`config.mk`:
```
export PLATFORM = sky130hd
export DESIGN_NAME = seq_adder_ctrl_flat
export DESIGN_NICKNAME = d
export VERILOG_FILES = /design/src/rtl/seq_adder_ctrl_if.sv /design/src/rtl/seq_adder_ctrl.sv /design/src/flat_wrapper.sv
export SDC_FILE = /design/constraint.sdc
export NUM_CORES = 1
export LEC_CHECK = 0
export CORE_MARGIN = 2
export CORE_UTILIZATION = 50
export CTS_BUF_LIST = sky130_fd_sc_hd__clkbuf_4 sky130_fd_sc_hd__clkbuf_8 sky130_fd_sc_hd__clkbuf_16
export DETAILED_ROUTE_END_ITERATION = 16
export PLACE_DENSITY = 0.77
export SLEW_MARGIN = 20
export SYNTH_ARGS = -nofsm -noshare
export SYNTH_HDL_FRONTEND = slang
export SYNTH_SLANG_ARGS = --single-unit
```
`constraint.sdc`:
```
create_clock -name CLK -period 3.4 [get_ports CLK]
set_input_delay 0.68 -clock CLK [delete_from_list [all_inputs] [get_ports CLK]]
set_output_delay 0.68 -clock CLK [all_outputs]
set_load 0.005 [all_outputs]
```
`src/rtl/seq_adder_ctrl_if.sv`:
```
// Handshake bundle for seq_adder_ctrl: operand request side and result side.
// The master is the requester/consumer and the slave is the sequencer.
interface seq_adder_ctrl_if #(
  parameter int W = 16
);
  logic         IN_VALID;
  logic         IN_READY;
  logic [W-1:0] A;
  logic [W-1:0] B;
  logic         Ci;
  logic         SUB;
  logic         OUT_VALID;
  logic         OUT_READY;
  logic [W-1:0] S;
  logic         Co;
  logic         OV;

  modport master (
    output IN_VALID, A, B, Ci, SUB, OUT_READY,
    input  IN_READY, OUT_VALID, S, Co, OV
  );

  modport slave (
    input  IN_VALID, A, B, Ci, SUB, OUT_READY,
    output IN_READY, OUT_VALID, S, Co, OV
  );
endinterface

```
`src/rtl/seq_adder_ctrl.sv`:
```
// W-bit add/subtract built from one reused 4-bit ripple slice, LS nibble first,
// with the carry registered between passes. W must be a multiple of 4.
module seq_adder_ctrl #(
  parameter int W = 16
) (
  input  logic              CLK,
  input  logic              RST,
  seq_adder_ctrl_if.slave   bus
);
  localparam int NSLICE = W / 4;
  localparam int KW     = (NSLICE > 1) ? $clog2(NSLICE) : 1;
  localparam logic [KW-1:0] KLAST = KW'(NSLICE - 1);

  typedef enum logic [1:0] {IDLE, RUN, DONE} state_t;

  state_t        state_q, state_d;
  logic [W-1:0]  opa_q, opa_d;
  logic [W-1:0]  opb_q, opb_d;
  logic          carry_q, carry_d;
  logic [W-1:0]  work_q, work_d;
  logic [KW-1:0] k_q, k_d;
  logic [W-1:0]  s_q, s_d;
  logic          co_q, co_d;
  logic          ov_q, ov_d;

  logic [3:0]    a_nib, b_nib;
  logic [4:0]    slice;
  logic [W-1:0]  work_upd;

  assign bus.IN_READY  = (state_q == IDLE);
  assign bus.OUT_VALID = (state_q == DONE);
  assign bus.S         = s_q;
  assign bus.Co        = co_q;
  assign bus.OV        = ov_q;

  always_comb begin
    a_nib    = '0;
    b_nib    = '0;
    work_upd = work_q;
    for (int i = 0; i < NSLICE; i++) begin
      if (int'(k_q) == i) begin
        a_nib = opa_q[4*i +: 4];
        b_nib = opb_q[4*i +: 4];
      end
    end
    slice = {1'b0, a_nib} + {1'b0, b_nib} + {4'd0, carry_q};
    for (int i = 0; i < NSLICE; i++) begin
      if (int'(k_q) == i) work_upd[4*i +: 4] = slice[3:0];
    end
  end

  always_comb begin
    state_d = state_q;
    opa_d   = opa_q;
    opb_d   = opb_q;
    carry_d = carry_q;
    work_d  = work_q;
    k_d     = k_q;
    s_d     = s_q;
    co_d    = co_q;
    ov_d    = ov_q;
    case (state_q)
      IDLE: begin
        if (bus.IN_VALID) begin
          // Subtract is folded into an add: A + ~B + ~Ci.
          opa_d   = bus.A;
          opb_d   = bus.SUB ? ~bus.B : bus.B;
          carry_d = bus.SUB ? ~bus.Ci : bus.Ci;
          work_d  = '0;
          k_d     = '0;
          state_d = RUN;
        end
      end
      RUN: begin
        work_d  = work_upd;
        carry_d = slice[4];
        if (k_q == KLAST) begin
          s_d     = work_upd;
          co_d    = slice[4];
          ov_d    = (opa_q[W-1] == opb_q[W-1]) && (work_upd[W-1] != opa_q[W-1]);
          state_d = DONE;
        end else begin
          k_d = k_q + 1'b1;
        end
      end
      DONE: begin
        if (bus.OUT_READY) state_d = IDLE;
      end
      default: state_d = IDLE;
    endcase
  end

  always_ff @(posedge CLK) begin
    if (RST) begin
      state_q <= IDLE;
      opa_q   <= '0;
      opb_q   <= '0;
      carry_q <= 1'b0;
      work_q  <= '0;
      k_q     <= '0;
      s_q     <= '0;
      co_q    <= 1'b0;
      ov_q    <= 1'b0;
    end else begin
      state_q <= state_d;
      opa_q   <= opa_d;
      opb_q   <= opb_d;
      carry_q <= carry_d;
      work_q  <= work_d;
      k_q     <= k_d;
      s_q     <= s_d;
      co_q    <= co_d;
      ov_q    <= ov_d;
    end
  end
endmodule
```
`src/flat_wrapper.sv`:
```
// flat-port wrapper written by rule: the top's interface ports become plain ports
module seq_adder_ctrl_flat 
#(
  parameter int W = 16
)
  (CLK, RST, bus_IN_VALID, bus_A, bus_B, bus_Ci, bus_SUB, bus_OUT_READY, bus_IN_READY, bus_OUT_VALID, bus_S, bus_Co, bus_OV);
  seq_adder_ctrl_if #(.W(W)) bus_i ();
  input  logic CLK;
  input  logic RST;
  input wire logic [$bits(bus_i.IN_VALID)-1:0] bus_IN_VALID;
  input wire logic [$bits(bus_i.A)-1:0] bus_A;
  input wire logic [$bits(bus_i.B)-1:0] bus_B;
  input wire logic [$bits(bus_i.Ci)-1:0] bus_Ci;
  input wire logic [$bits(bus_i.SUB)-1:0] bus_SUB;
  input wire logic [$bits(bus_i.OUT_READY)-1:0] bus_OUT_READY;
  output wire logic [$bits(bus_i.IN_READY)-1:0] bus_IN_READY;
  output wire logic [$bits(bus_i.OUT_VALID)-1:0] bus_OUT_VALID;
  output wire logic [$bits(bus_i.S)-1:0] bus_S;
  output wire logic [$bits(bus_i.Co)-1:0] bus_Co;
  output wire logic [$bits(bus_i.OV)-1:0] bus_OV;
  assign bus_i.IN_VALID = bus_IN_VALID;
  assign bus_i.A = bus_A;
  assign bus_i.B = bus_B;
  assign bus_i.Ci = bus_Ci;
  assign bus_i.SUB = bus_SUB;
  assign bus_i.OUT_READY = bus_OUT_READY;
  assign bus_IN_READY = bus_i.IN_READY;
  assign bus_OUT_VALID = bus_i.OUT_VALID;
  assign bus_S = bus_i.S;
  assign bus_Co = bus_i.Co;
  assign bus_OV = bus_i.OV;
  seq_adder_ctrl #(.W(W)) u_core (.CLK(CLK), .RST(RST), .bus(bus_i));
endmodule
```
==> After elaboration in Yosys (flattened, before gate mapping) <==
Index checks and enable logic that the tools add are counted.
{ "totals": {"ff_bits": 71, "word_cells": 60, "out_inout_bits": 20} }
{ "op_classes": {"eq_ne": 12, "mux": 25, "reduce_logical": 9, "n_addsub": 3, "bitwise": 2} }
{ "ops": {"columns": ["op", "n"], "rows": [
  ["4-bit two-way mux", 12],
  ["16-bit two-way mux", 2],
  ["16-bit case mux with 2 select lines", 1],
  ["16-bit NOT", 1],
  ["2-bit two-way mux", 5],
  ["2-bit == test, second input constant", 4],
  ["2-bit inequality test, second input constant", 3],
  ["2-bit case mux with 3 select lines", 1],
  ["2-bit AND reduction", 3],
  ["3-bit AND reduction", 2],
  ["4-bit by 4-bit adder with 5-bit output", 1],
  ["5-bit by 1-bit adder with 5-bit output", 1],
  ["2-bit by 1-bit == test with 1-bit output, second input constant", 2],
  ["2-bit zero test", 2],
  ["2-bit case mux with 2 select lines", 1],
  ["2-bit by 1-bit adder with 2-bit output, second input constant", 1],
  ["1-bit two-way mux", 2],
  ["2-bit by 1-bit inequality test with 1-bit output, second input constant", 1],
  ["1-bit case mux with 2 select lines", 1],
  ["2-bit nonzero test", 1],
  ["1-bit == test", 1],
  ["1-bit logical AND", 1],
  ["1-bit inequality test", 1],
  ["1-bit NOT", 1]
]} }

==> Depth between registers and ports, before layout <==
{ "logic_depth": {"ltp_word": 10, "mapped_depth": 14} }

==> Least setup slack after synthesis <==
OpenSTA, ideal clock, no wires.
{ "synth_path": {"path_type": "register to register", "from": "register u_core.k_q[1]", "to": "register u_core.ov_q, in the netlist u_core.bus.OV", "period_less_slack_ps": 2792, "required_time_ps": 3312, "setup_ps": 88, "path_stages_with_launch": 13, "arrival_ps": 2704, "slack_ps": 608, "cell_sequence": "dfxtp_1 > inv_1 > ha_1 > clkbuf_1 > inv_1 > nand3_1 > a311oi_1 > a21oi_1 > fa_1 > and3b_1 > nor3_1 > or4_4 > a311oi_2"} }
{ "synth_via": {"elab_chain_len": 10, "word_cells_on_any_way": 19, "classes_between": "add/sub (2); eq/ne (5); mux (9); reduce/logical (3)"} }
{ "synth_rtl": {"columns": ["item", "line_no", "source"], "rows": [
  ["from (decl)", "seq_adder_ctrl.sv:21", "logic [KW-1:0] k_q, k_d;"],
  ["from (signal assigned)", "seq_adder_ctrl.sv:110", "k_q <= k_d;"],
  ["2-bit zero test", "seq_adder_ctrl.sv:41", "if (int'(k_q) == i) begin"],
  ["4-bit two-way mux (4 in a row)", "seq_adder_ctrl.sv:41", null],
  ["4-bit by 4-bit adder with 5-bit output", "seq_adder_ctrl.sv:46", "slice = {1'b0, a_nib} + {1'b0, b_nib} + {4'd0, carry_q};"],
  ["5-bit by 1-bit adder with 5-bit output", "seq_adder_ctrl.sv:46", null],
  ["4-bit two-way mux", "seq_adder_ctrl.sv:48", "if (int'(k_q) == i) work_upd[4*i +: 4] = slice[3:0];"],
  ["1-bit inequality test", "seq_adder_ctrl.sv:80", "ov_d = (opa_q[W-1] == opb_q[W-1]) && (work_upd[W-1] != opa_q[W-1]);"],
  ["1-bit logical AND", "seq_adder_ctrl.sv:80", null],
  ["to (signal assigned)", "seq_adder_ctrl.sv:113", "ov_q <= ov_d;"],
  ["to (decl)", "seq_adder_ctrl.sv:24", "logic ov_q, ov_d;"]
]} }
Several ways; a longest one is shown, not always the timed one.
A chain may end at the register's enable or synchronous reset.

==> Worst setup path after layout <==
{ "layout_path": {"from": "register u_core.k_q[1]", "to": "register u_core.work_q[2]"} }
{ "layout_via": {"elab_chain_len": 9, "word_cells_on_any_way": 16, "classes_between": "add/sub (2); eq/ne (3); mux (10); reduce/logical (1)"} }
{ "layout_rtl": {"columns": ["item", "line_no", "source"], "rows": [
  ["2-bit zero test", "seq_adder_ctrl.sv:41, seq_adder_ctrl.sv:48", null],
  ["4-bit two-way mux (4 in a row)", "seq_adder_ctrl.sv:41", null],
  ["4-bit by 4-bit adder with 5-bit output", "seq_adder_ctrl.sv:46", null],
  ["5-bit by 1-bit adder with 5-bit output", "seq_adder_ctrl.sv:46", null],
  ["4-bit two-way mux (*)", "seq_adder_ctrl.sv:48", null],
  ["16-bit case mux with 2 select lines (*)", "seq_adder_ctrl.sv:62", "case (state_q)"],
  ["to (signal assigned)", "seq_adder_ctrl.sv:109", "work_q <= work_d;"],
  ["to (decl)", "seq_adder_ctrl.sv:20", "logic [W-1:0] work_q, work_d;"]
]} }
Every way passes the cells marked *; elsewhere a longest branch is shown, timed or not.

==> run_results.csv <==
group,metric,value,unit
outcome,status,"completed",
setup_path,rrSetupSlack,0.30,ns
clocking,clock-sinks,67,
cells_and_area,stdcell_count,508,
power_and_ir_drop,p_int,1320,µW
die,die_height,83.1,µm
setup_path,slowest_delay,0.45,ns
die,initial_utilization,0.522,
power_and_ir_drop,seq_power_share,0.474,
setup_path,end_kind,"flip-flop",
detailed_routing,drt_iter0_markers,149,
setup_path,rr_worst_depth,13,
setup_path,arrival,3.30,ns
sta,setup_viol,0,
detailed_routing,routed_wirelength,6960,µm
synthesis,syn_inst,385,
synthesis,synth_edf_count,0,
global_route,grt_pass1_wl,11500,µm
power_and_ir_drop,power_frac_comb,0.167,
sta,finalMaxSlewViolations,0,
synthesis,yosysUniqueCellTypes,35,
setup_path,slowest_stage,"xnor2_1",
synthesis,syn_area_per_cell,8.12,µm²
synthesis,synth_area_leader_cell,"dfxtp_1",
cells_and_area,nets,475,
clocking,htree_levels,3,
cells_and_area,final_cell_mix,"nand2_1, dfxtp_1, clkdlybuf4s50_1, a21oi_1, nor2_1",
sta,worstMarginPinSlew,0.889,ns
sta,fin_hold_ws,0.449,ns
setup_path,endpoint,"u_core.work_q[2]",
global_route,grtUsageTotal,0.204,
detailed_routing,first_pass_iters,4,
clocking,cts_buffers,9,
placement,dp.cells,492,
setup_path,cp.depth,13,
sta,max_freq,0.323,GHz
setup_path,worstPathRequired,3.60,ns
setup_path,crit_start,"u_core.k_q[1]",
setup_path,r2r_start,"u_core.k_q[1]",
cells_and_area,synthToLayoutAreaGrowth,25.1,%
sta,rsz0062_at_grt,"no",
global_route,grt_max_degree,51,
die,io_pins,58,
cells_and_area,insertedDiodeCount,0,
cells_and_area,drive_gt1_frac,0.0739,
sta,slew_headroom,0.405,
sta,finalSetupTns,0,ns
clocking,postCtsSetupRepairBufs,0,
synthesis,ys.flop_type,"dfxtp_1",
setup_path,path_cells,"inv_1, ha_2, inv_1, nand3_1, a311oi_1, a21oi_1, fa_1, inv_1, fa_1, xnor2_1, nor2_1, a22oi_1, nor2_1",
detailed_routing,drt-wirelength-per-cell,13.7,µm
setup_path,crit_top_cell,"inv_1",
setup_path,cp_top_family,"adder cells",
power_and_ir_drop,switchingPower,473,µW
power_and_ir_drop,p_clk_frac,0.359,
synthesis,syn_nets,432,
setup_path,crit_fanout,16,
setup_path,critPathBufInv,3,
sta,skew,0.00384,ns
min_path,hp-class,"reg2reg",
global_route,antenna_found_initial,0,
detailed_routing,drc,0,
global_route,grt_overflow,0,
placement,post-dp-hpwl,4870,µm
detailed_routing,ant_nets,0,
synthesis,async_reset_ff_frac,0,
clocking,cts.path.max_buffers,2,
detailed_routing,num_vias,2741,
power_and_ir_drop,powerDensity,457,nW/µm²
setup_path,r2r-end,"u_core.work_q[2]",
clocking,cts_tree,"done",
die,die-area,6900,µm²
clocking,cts_root_buf,"clkbuf_8",
synthesis,yosysWarnings,0,
sta,finalHoldViolCount,0,
clocking,insertion_delay,0.34,ns
detailed_routing,viasPerCell,5.40,
synthesis,ys_seq_area_frac,0.429,
sta,timing.final.crit_share,0.911,
sta,post-route-min-period,3.10,ns
die,rows,28,
placement,gp_congestion,0.811,
setup_path,start_kind,"flip-flop",
placement,pre_cts_slack,0.200,ns
power_and_ir_drop,peakVddDrop,0.288,mV
synthesis,syn_area,3130,µm²
job,maxCapViolCount,0,
sta,fin_ws,0.304,ns
power_and_ir_drop,swShare,0.264,
die,core,5990,µm²
synthesis,synth_top_area_share,0.429,
global_route,first_global_vias,2531,
setup_path,critPathKind,"reg2reg",
synthesis,synth-seq-cells,67,
synthesis,synthTopCellsByArea,"dfxtp_1, nand2_1, a21oi_1",
power_and_ir_drop,power.total,1790,µW
power_and_ir_drop,p_leak,0.00139,µW
placement,numPortBuffers,57,
clocking,clk_pin_slew_worst_paths,0.07,ns
cells_and_area,layout_commonest_cell,"nand2_1",
die,fp.dieW,83.1,µm
-- sequential cells by signal (all words and copies together) (netlist names) --
| register | flops |
|---|---|
| u_core.bus.S | 16 |
| u_core.opa_q | 16 |
| u_core.opb_q | 16 |
| u_core.work_q | 12 |
| u_core.k_q | 2 |
| u_core.state_q | 2 |
| u_core.bus.Co | 1 |
| u_core.bus.OV | 1 |
| u_core.carry_q | 1 |
-- synth_stat cells, drive strengths merged, types with 2 or more instances --
master	instances
nor3b	2
o211ai	7
o21ai	10
a21o	2
a21oi	48
nand2b	4
fa	2
a32oi	3
a22oi	7
nor2	44
xnor2	17
nor3	2
and3b	2
mux2i	3
dfxtp	67
a211oi	21
ha	7
nor2b	3
nand4	3
buf	11
clkbuf	20
inv	7
nand3	5
nand3b	9
nand2	69
a311oi	5
-- worst register-to-register path: cells and delay by family, from the launching register on --
kind / cells / cell delay (ns)
buffers and inverters: 3 / 0.29
adders and majority gates: 3 / 1.03
DFF: 1 / 0.34
xor gates and xnor gates: 1 / 0.45
AOI/OAI and AO/OA: 3 / 0.55
and+or+nand+nor: 3 / 0.30
-- routing by layer --
| metal | part of all wire | vias to the layer above | track usage |
|---|---|---|---|
| met2 | 0.49 | 75 | 0.340 |
| met1 | 0.44 | 1234 | 0.246 |
| met5 | 0 | - | 0 |
| li1 | - | 1419 | - |
| met4 | 0.021 | 0 | 0.0849 |
| met3 | 0.050 | 13 | 0.0567 |
-- how the worst min path moves through the flow --
stage | startpoint | endpoint | slack (ns) | cells past startpoint
6_report | u_core.bus.S[4] | u_core.bus.S[4] | 0.45 | 2
5_1_grt | u_core.bus.S[0] | u_core.bus.S[0] | 0.47 | 2
4_1_cts | u_core.bus.S[4] | u_core.bus.S[4] | 0.45 | 2
3_5_place_dp | u_core.bus.S[4] | u_core.bus.S[4] | 0.44 | 2
3_3_place_gp | u_core.work_q[11] | u_core.work_q[11] | 0.44 | 2
2_1_floorplan | u_core.work_q[11] | u_core.work_q[11] | 0.43 | 2
-- metrics by stage --
step	instance area, µm²	util
6_report	3910	0.653
5_1_grt	3910	0.653
4_1_cts	3910	0.652
3_5_place_dp	3710	0.619
2_1_floorplan	3130	-
3_3_place_gp	3710	0.619
-- logic make-up (layout without fill, tap and decap cells) --
| logic type | after synthesis | after routing | synth area share |
|---|---|---|---|
| AOI/OAI and AO/OA | 106 | 106 | 0.216 |
| xor gates and xnor gates | 18 | 18 | 0.0504 |
| adders and majority gates | 9 | 9 | 0.0408 |
| buffers and inverters | 38 | 86 | 0.0496 |
| DFF | 67 | 67 | 0.429 |
| muxes | 3 | 3 | 0.00961 |
| and+or+nand+nor | 144 | 144 | 0.204 |
-- timing repair --
action,CTS,global route
hold buffers,0,0
resized for setup,0,2
setup endpoints to repair,0,6
-- final cells by class --
cell class	count	area (µm²)
Clock buffer	15	194
Clock inverter	1	5.00
Fill cell	542	2080
Inverter	7	26.3
Multi-Input combinational cell	280	1640
Sequential cell	67	1340
Tap cell	75	93.8
Timing Repair Buffer	63	611
-- power by group through the flow --
stage | logic [µW] | registers (µW) | clock network, µW
floorplan | 203 | 854 | 0
global placement | 286 | 863 | 0
detailed placement | 295 | 864 | 0
CTS | 298 | 847 | 653
global route | 332 | 851 | 687
finish | 298 | 847 | 643
Note: power is estimated with default switching activity, not from simulation.
